File: config.mk
export PLATFORM = sky130hd
export DESIGN_NAME = fifo_write_arbiter
export DESIGN_NICKNAME = d
export VERILOG_FILES = /design/src/rtl/fifo_write_arbiter.sv
export SDC_FILE = /design/constraint.sdc
export NUM_CORES = 1
export LEC_CHECK = 0
export CORE_AREA = 5 5 65 67
export DETAILED_ROUTE_END_ITERATION = 7
export DIE_AREA = 0 0 70 72
export PLACE_DENSITY = 0.78
export SETUP_SLACK_MARGIN = 0.5
export SKIP_CTS_REPAIR_TIMING = 1
export SYNTH_ARGS = -nofsm -noshare
export SYNTH_HDL_FRONTEND = slang
export SYNTH_SLANG_ARGS = --single-unit
File: constraint.sdc
create_clock -name clock -period 1.73 [get_ports clock]
set_input_delay 0.173 -clock clock [delete_from_list [all_inputs] [get_ports clock]]
set_output_delay 0.173 -clock clock [all_outputs]
set_load 0.02 [all_outputs]
File: src/rtl/fifo_write_arbiter.sv
// fifo_write_arbiter: round-robin, burst-locked sharing of one FIFO write port among NUM_REQ producers.
// Also owns the FIFO full threshold and defers threshold changes until the FIFO is idle and empty.
module fifo_write_arbiter #(
  parameter int NUM_REQ   = 4,
  parameter int DATA_W    = 8,
  parameter int MAX_BURST = 4,
  parameter int DEPTH     = 32
) (
  input  logic                      clock,
  input  logic                      reset_n,
  input  logic [NUM_REQ-1:0]        req_valid,
  input  logic [NUM_REQ*DATA_W-1:0] req_data,
  output logic [NUM_REQ-1:0]        req_ready,
  input  logic [5:0]                cfg_tresh_in,
  input  logic                      cfg_tresh_load,
  input  logic                      fifo_full,
  input  logic                      fifo_empty,
  output logic                      fifo_write_enable,
  output logic [DATA_W-1:0]         fifo_data_in,
  output logic [5:0]                fifo_full_tresh,
  output logic [1:0]                grant_id,
  output logic                      busy,
  output logic                      cfg_pending
);
  typedef enum logic {IDLE, GRANT} state_t;
  state_t state, state_nx;
  logic [1:0] last_grant, win;
  logic [3:0] beat_cnt;
  logic [5:0] pend, clamped;
  logic any, beat, last_beat, start, apply;
  assign any       = |req_valid;
  assign start     = state == IDLE && any;
  assign beat      = state == GRANT && req_valid[grant_id] && !fifo_full;
  assign last_beat = beat && beat_cnt == 4'(MAX_BURST - 1);
  // Threshold may only move while nothing can be written, so it never drops below occupancy.
  assign apply     = state == IDLE && fifo_empty && !any && cfg_pending;
  assign clamped   = cfg_tresh_in == '0 ? 6'd1 : cfg_tresh_in > 6'(DEPTH) ? 6'(DEPTH) : cfg_tresh_in;
  // Descending scan so the smallest offset from last_grant is the final assignment.
  always_comb begin
    win = last_grant;
    for (int k = NUM_REQ; k >= 1; k--)
      if (req_valid[2'(last_grant + 2'(k))]) win = 2'(last_grant + 2'(k));
  end
  always_ff @(posedge clock)
    if (!reset_n) state <= IDLE;
    else state <= state_nx;
  always_comb begin
    state_nx = state == IDLE ? (any ? GRANT : IDLE)
             : (last_beat || !req_valid[grant_id]) ? IDLE : GRANT;
  end
  always_comb begin
    busy              = state == GRANT;
    req_ready         = (busy && !fifo_full) ? NUM_REQ'(1) << grant_id : '0;
    fifo_write_enable = busy && req_valid[grant_id] && !fifo_full;
    fifo_data_in      = busy ? req_data[grant_id*DATA_W +: DATA_W] : '0;
  end
  always_ff @(posedge clock)
    if (!reset_n) begin
      grant_id        <= '0;
      beat_cnt        <= '0;
      last_grant      <= 2'(NUM_REQ - 1);
      fifo_full_tresh <= 6'(DEPTH);
      pend            <= 6'(DEPTH);
      cfg_pending     <= 1'b0;
    end else begin
      if (start) begin
        grant_id <= win;
        beat_cnt <= '0;
      end else if (beat) beat_cnt <= beat_cnt + 4'd1;
      if (state == GRANT && state_nx == IDLE) last_grant <= grant_id;
      if (apply) fifo_full_tresh <= pend;
      if (cfg_tresh_load) begin
        pend        <= clamped;
        cfg_pending <= 1'b1;
      end else if (apply) cfg_pending <= 1'b0;
    end
endmodule

==> results.txt <==
Number of global-route vias before repair: 1403
Gate count after technology mapping: 143
Vias per inst: 5.02
Initial Util: 38.4%
Inserted Diodes: 0
Transition time of the tightest slew-check pin: 0.383 ns
Fin. Hold Viols: 0
DR WL met3: 172 um
Critical Path AT: 1.60 ns
CTS tree: built
Syn avg cell area: 9.62 sq um
Unique masters post-synth: 41
Root Driver: clkbuf_4
Post-detail-place hpwl: 3.38 mm
Mean routed wirelength per cell: 16.0 um
DR top layer: met4
Core area: 3580 sq um
Routed met2 length: 2.56 mm
Final period util: 103%
Highest clock rate: 563 MHz
Pwr/cell area: 569 nW/um^2
Largest net degree at the start of global routing: 19
Min-delay worst type: in -> reg
Sequential area share after synthesis: 32.0%
# DRC: 0
Sw Pwr: 423 uW
Most frequent cells in the layout: clkdlybuf4s50_1 (42), buf_6 (21), buf_4 (19), dfxtp_1 (17), inv_1 (11)
Clock network fraction of total power: 16.8%
Final ANT Viol Nets: 0
Clk_lat worst skew: 0.32 ns
Gpl congestion: 0.760
Syn. warnings: 0
Worst path cell trace: buf_12 -> mux4_2 -> and2_4 -> buf_6
CTS H-Tree Depth: 1
Via Count: 1422
RSZ-0062 raised after global routing: yes
DIE HEIGHT: 72 um
Nets: 284
Initial antenna violation count: 0
Die Wd: 70 um
Clock Sinks: 22
Crit-path slowest cell: mux4_2
Overall Global Routing Usage: 16.2%
# port buffers: 69
Pre-CTS setup slack: -0.239 ns
Outcome: finished with violations
Filler Cells Inserted: 263
Clock period minus final worst setup slack: 1.77 ns
Hold slack: 0.423 ns
Worst slew margin: 74.3%
P_leak: 0.00117 uW
Logic pwr share: 44.1%
Post-synth EDFFs: 0
#FFs+latches synth: 22
Global-route wire length before repair: 6.64 mm
Final setup fails: 9
Met1 Routed Length: 1.71 mm
WL final: 4.53 mm
Slew Viols, Final: 0
Commonest non-fill, non-tap cell in the layout: clkdlybuf4s50_1
WS Path Type: reg -> out
Required time worst endpoint: 1.56 ns
Sw frac: 29.7%
Ports: 70
Max_cap viols: 0
Clk pin slew, worst setup/hold paths: 0.13 ns
Die ar.: 5040 sq um
Maximum buffer depth of the clock tree: 2
Fraction of layout cells with a size suffix above 1: 38.3%
Ys async rst share: 0%
Int Pwr: 1000 uW
Area grow syn2layout: 82.1%
Largest fanout on the critical path: 6
Mapped Area: 1380 sq um
Reg power frac: 39.1%
Drt first pass iters: 4
Number of CTS-inserted buffers: 3
Worst setup SP type: flop
CP max stage delay: 0.49 ns
DRT iter0 DRCs: 50
Main synth FF type: dfxtp_1
Max VDD drop: 0.410 mV
Failing checks: negative setup slack
Total nets after synthesis: 191
Grt ovf: 0
Fin Clk Skew: 0.0207 ns
Final worst slack: -0.0449 ns
Row count: 22
CP endpoint kind: output pin
synth_stat cells, drive strengths merged (2+ instances only):
cell	instances	share of area [%]
a21oi	3	1.1
and2	13	5.9
and3	3	1.4
buf	5	2.4
clkbuf	3	0.82
dfxtp	22	32
inv	12	3.3
mux2i	9	6.6
mux4	8	14
nand2	8	2.2
nand2b	4	1.8
nand3b	2	1.1
nor2	10	2.7
nor2b	8	3.6
nor4	2	2.0
o211ai	2	1.1
o21ai	6	2.2
o22ai	6	3.7
o311ai	2	1.3
kinds of logic (layout without fill, tap and decap cells):
group,Yosys count,in the layout,synth area share (%)
xor+xnor,1,1,0.637
simple gates,54,54,24.1
buf+inv,20,112,6.46
mux,18,18,21.8
compound gates,27,27,14.0
fa+ha+maj,1,1,0.910
flops,22,22,32.0
layout make-up:
| type | instances | area, sq um | area share [%] |
|---|---|---|---|
| inverter | 12 | 47.5 | 1.90 |
| sequential | 22 | 454 | 18.1 |
| tap | 48 | 60.1 | 2.40 |
| timing repair buffer | 96 | 970 | 38.7 |
| multi-input combinational | 101 | 946 | 37.8 |
| clock buffer | 4 | 26.3 | 1.05 |
worst max-delay path, delay by kind of cell, from the launching register on:
kind | cells | cell delay (ns)
multiplexers | 1 | 0.49
flip-flops | 1 | 0.39
buffers and inverters | 2 | 0.24
AND/OR/NAND/NOR | 1 | 0.15
stage by stage:
stage               util [%]  area [sq um]  instances  power [uW]  setup TNS, ns
finish                  70.0          2500        283        1420         -0.259
global placement        62.2          2230        265        1070          -3.13
floorplan                  -          1440        143         852              0
global route            70.0          2500        283        1510         -0.999
CTS                     62.9          2250        269        1320          -5.41
detailed placement      62.2          2230        265        1080          -3.93
registers in the layout, indices dropped and copies added, names as in the netlist:
register	cells
cfg_pending	1
grant_id	2
fifo_full_tresh	6
beat_cnt	4
last_grant	2
busy	1
pend	6
layer usage:
metal | vias up | track usage, %
met3 | 10 | 3.88
met1 | 685 | 18.1
met4 | 0 | 7.02
met5 | - | 0
met2 | 32 | 29.4
li1 | 695 | -
worst paths after layout:
| kind | start | end | slack [ns] | cells past startpoint |
|---|---|---|---|---|
| worst max-delay path | grant_id[0] | fifo_data_in[4] | -0.04 | 4 |
| worst min-delay path | req_valid[3] | grant_id[1] | 0.42 | 5 |
| worst max register to register | grant_id[0] | beat_cnt[3] | 0 | 8 |
| worst min register to register | fifo_full_tresh[5] | fifo_full_tresh[5] | 0.49 | 2 |
power groups by stage:
stage / Sequential [uW] / Clock (uW) / Combinational (uW)
final: 557 / 240 / 629
after global routing: 560 / 283 / 670
after CTS: 578 / 245 / 497
after detailed placement: 589 / 0 / 495
after global placement: 587 / 0 / 480
after floorplan: 568 / 0 / 284
Power figures use the tool's default switching activity.
==> RTL change 1, RTL diff (config.mk and constraints unchanged) <==
Change the parameter `DATA_W` from 8 to 10.
--- a/src/rtl/fifo_write_arbiter.sv
+++ b/src/rtl/fifo_write_arbiter.sv
@@ -2,7 +2,7 @@
 // Also owns the FIFO full threshold and defers threshold changes until the FIFO is idle and empty.
 module fifo_write_arbiter #(
   parameter int NUM_REQ   = 4,
-  parameter int DATA_W    = 8,
+  parameter int DATA_W    = 10,
   parameter int MAX_BURST = 4,
   parameter int DEPTH     = 32
 ) (
Interface: changed (resized fifo_data_in and req_data); port bits go from 70 to 80. The function was not compared with the original's and may differ.
==> RTL change 1 against the unedited design <==
- the run still ends with setup timing left
- critical path depth unchanged
- total power rose by 8.5%
- sequential cell count unchanged
- synthesized cell count up 2.8%
- cell count rose by 5.7%
- final area grew 12%
- sequential power is essentially flat
- via count is 11% higher
- register-to-register slack improved by 0.08 ns
- wire length increased by 18%
- setup slack got worse by 0.036 ns
- area after synthesis grew 8.1%
- critical endpoint is now fifo_data_in[5]
- highest routed layer unchanged
==> RTL change 1: results (changes against the unedited design) <==
.. list-table::
   :header-rows: 1

   * - Metric
     - Value
   * - GR Util All Layers
     - 17.5% (+1.3 points)
   * - First DRT Iteration DRCs
     - 67 (+34%)
   * - Inverters, non-clock
     - 8 (-4)
   * - Per-cell routed wire length
     - 17.9 um (+12%)
   * - Status
     - finished with violations
   * - Number of nets in the layout
     - 308 (+8.5%)
   * - First-pass GRT wire length
     - 7.28 mm (+9.7%)
   * - Distinct cells, synth
     - 45 (+9.8%)
   * - Vias after detailed routing
     - 1579 (+11%)
   * - Register area
     - 460 sq um (+1.4%)
   * - Worst clock skew on the final layout
     - 0.0153 ns (-0.00543 ns)
   * - Cell area reported after detailed placement
     - 2500 sq um (+12%)
   * - Final HPWL from detailed placement
     - 3.73 mm (+11%)
   * - Commonest cells in the netlist
     - dfxtp_1, and2_1
   * - Maximum number of pins on one net before global-route repair
     - 17 (-2)
   * - Clock network area share
     - 0.938% (-0.11 points)
   * - Comb_multi_in
     - 108 (+6.9%)
   * - Post-synthesis compound-gate area fraction
     - 14.5% (+0.47 points)
   * - Layout cell share with drive strength beyond 1
     - 39.8% (+1.5 points)
   * - Crit path setup slack, layout
     - -0.0806 ns (-0.0357 ns)
   * - Largest stage delay on the critical path
     - 0.51 ns (+0.02 ns)
   * - Number of endpoints failing setup at the final stage
     - 10 (+1)
   * - Net switching component of the power
     - 0.475 mW (+12%)
   * - Failing checks
     - setup timing
   * - Number of instances in the synthesized netlist
     - 147 (+2.8%)
   * - Synth Area in Adders
     - 0.842% (-0.068 points)
RTL change 1: changes by cell type after synthesis, moves of 2 or more:
cell      before  now
nor3b_1        1    4
nor2_1        10    8
clkbuf_1       3    6
and2_1        13   16
nand2b_1       4    2
mux4_2         4    6
and3_1         3    1
inv_1         12    8
o311ai_0       2    0
RTL change 1: routing by layer:
layer / vias to the layer above / GRT usage, % / routed length (um)
met1: 739 / 20.4 / 2080
met3: 10 / 4.71 / 451
met5: - / 0 / 0
li1: 749 / - / -
met4: 0 / 4.26 / 94
met2: 81 / 31.8 / 2720
RTL change 1: stage by stage:
stage | worst slack [ns] | TNS [ns] | total power [mW] | utilization (%) | hold slack, ns
floorplan | 0.203 | 0 | 0.902 | - | 0.380
global placement | -0.199 | -2.31 | 1.16 | 70.0 | 0.452
detailed placement | -0.238 | -2.83 | 1.18 | 70.0 | 0.466
CTS | -0.551 | -6.31 | 1.42 | 70.7 | 0.495
global route | -0.141 | -1.17 | 1.62 | 78.3 | 0.476
finish | -0.0806 | -0.582 | 1.55 | 78.3 | 0.457
RTL change 1: worst paths after layout:
path	from	endpoint	slack (ns)	depth (start not counted)
worst max-delay path	grant_id[0]	fifo_data_in[5]	-0.08	4
worst max register to register	grant_id[0]	beat_cnt[3]	0.08	7
worst min-delay path	req_valid[0]	grant_id[1]	0.46	5
worst min register to register	pend[5]	fifo_full_tresh[5]	0.49	2
RTL change 1: power groups by stage:
stage                     sequential [mW]  clock [mW]  combinational, mW
after floorplan                     0.574           0              0.327
after CTS                           0.583       0.247              0.587
after detailed placement            0.595           0              0.586
after global placement              0.592           0              0.568
after global routing                0.563       0.273              0.788
final                               0.559       0.238              0.748
==> RTL change 2, RTL diff (same flow settings) <==
Made on the original files. Add an input register stage for `cfg_tresh_in` and `cfg_tresh_load`, cleared by the reset; this delays them by one clock. The other inputs are not delayed to match.
--- a/src/rtl/fifo_write_arbiter.sv
+++ b/src/rtl/fifo_write_arbiter.sv
@@ -23,6 +23,20 @@
   output logic                      cfg_pending
 );
   typedef enum logic {IDLE, GRANT} state_t;
+
+  logic [5:0] cfg_tresh_q;
+  logic cfg_tresh_load_q;
+
+  always_ff @(posedge clock) begin
+    if (!reset_n) begin
+      cfg_tresh_q      <= '0;
+      cfg_tresh_load_q <= '0;
+    end else begin
+      cfg_tresh_q      <= cfg_tresh_in;
+      cfg_tresh_load_q <= cfg_tresh_load;
+    end
+  end
+
   state_t state, state_nx;
   logic [1:0] last_grant, win;
   logic [3:0] beat_cnt;
@@ -34,7 +48,7 @@
   assign last_beat = beat && beat_cnt == 4'(MAX_BURST - 1);
   // Threshold may only move while nothing can be written, so it never drops below occupancy.
   assign apply     = state == IDLE && fifo_empty && !any && cfg_pending;
-  assign clamped   = cfg_tresh_in == '0 ? 6'd1 : cfg_tresh_in > 6'(DEPTH) ? 6'(DEPTH) : cfg_tresh_in;
+  assign clamped   = cfg_tresh_q == '0 ? 6'd1 : cfg_tresh_q > 6'(DEPTH) ? 6'(DEPTH) : cfg_tresh_q;
   // Descending scan so the smallest offset from last_grant is the final assignment.
   always_comb begin
     win = last_grant;
@@ -69,7 +83,7 @@
       end else if (beat) beat_cnt <= beat_cnt + 4'd1;
       if (state == GRANT && state_nx == IDLE) last_grant <= grant_id;
       if (apply) fifo_full_tresh <= pend;
-      if (cfg_tresh_load) begin
+      if (cfg_tresh_load_q) begin
         pend        <= clamped;
         cfg_pending <= 1'b1;
       end else if (apply) cfg_pending <= 1'b0;
Formal check against the unedited RTL: not equivalent (a bounded check fails within 4 cycles, from zero or initial values and one cycle with reset_n low).
==> RTL change 2 against the unedited design <==
- total power up 31%
- first-iteration DRC count up 50%
- the run still ends with setup timing left
- area after synthesis up 12%
- die area unchanged
- count of clock-buffer cells in the layout up 4
- wire length up 8.3%
- setup slack worse by 0.014 ns
- clock skew down 0.0080 ns
- final area up 8.7%
- sequential cell count up 7
- clock power up 120%
==> RTL change 2: results (changes against the unedited design) <==
.. list-table::
   :header-rows: 1

   * - Metric
     - Value
   * - Number of endpoints failing setup at the final stage
     - 8 (-1)
   * - Status
     - finished with violations
   * - Maximum resistive drop on vdd
     - 0.000716 V (+75%)
   * - Power Dens Cells
     - 686 nW/um^2 (+21%)
   * - Share of the yosys chip area belonging to registers
     - 37.8% (+5.7 points)
   * - Worst rel slew slack
     - 73.9% (-0.38 points)
   * - Biggest regs
     - cfg_tresh_q x6, fifo_full_tresh x6, pend x6
   * - Per-instance average area after synthesis
     - 9.61 sq um (about the same)
   * - Failing checks
     - setup timing
   * - First DRT Iteration DRCs
     - 75 (+50%)
   * - Clock sink total
     - 29 (+32%)
   * - Crit path setup slack, layout
     - -0.0590 ns (-0.0141 ns)
   * - Final HPWL from detailed placement
     - 3.58 mm (+5.9%)
   * - Cell total after placement
     - 287 (+8.3%)
   * - Post-route non-filler standard cell count
     - 303 (+7.1%)
   * - Worst Setup Slack post-DPL
     - -0.225 ns (+0.0145 ns)
   * - Number of cells traversed by the worst register-to-register path
     - 7 (-1)
   * - Post-synthesis compound-gate area fraction
     - 11.4% (-2.6 points)
   * - CTS clk-pin slew, worst paths
     - 0.09 ns (-0.04 ns)
   * - Layout cell share with drive strength beyond 1
     - 32.9% (-5.4 points)
   * - Per-cell routed wire length
     - 16.2 um (+1.2%)
   * - Comb_multi_in
     - 112 (+11%)
   * - Cell area reported after detailed placement
     - 2440 sq um (+9.8%)
   * - Worst clock skew on the final layout
     - 0.0127 ns (-0.00800 ns)
   * - Multi-input combinational area share
     - 35.9% (-1.9 points)
==> RTL change 2: routing by layer <==
layer | vias up | GRT usage, % | part of all wire, %
met5 | - | 0 | 0
met4 | 0 | 7.45 | 1.8
met3 | 9 | 4.57 | 5.3
met2 | 62 | 31.7 | 54
met1 | 761 | 20.1 | 39
li1 | 759 | - | -
==> RTL change 2: worst paths after layout <==
| check | end | startpoint |
|---|---|---|
| setup reg to reg | beat_cnt[3] | grant_id[0] |
| hold reg to reg | fifo_full_tresh[5] | pend[5] |
| setup / recovery | fifo_data_in[4] | grant_id[0] |
| hold / removal | grant_id[0] | req_valid[2] |
==> RTL change 2: kinds of logic after synthesis <==
kind of cell             Yosys count
multiplexers                      18
buffers and inverters             19
AO/OA/AOI/OAI                     25
flip-flops                        29
AND/OR/NAND/NOR                   67
XOR/XNOR                           1
adder cells (fa/ha/maj)            1
==> RTL change 2: power breakdown <==
part | internal (mW) | switching, mW
Combinational | 0.370 | 0.241
Sequential | 0.698 | 0.0312
Clock | 0.287 | 0.240
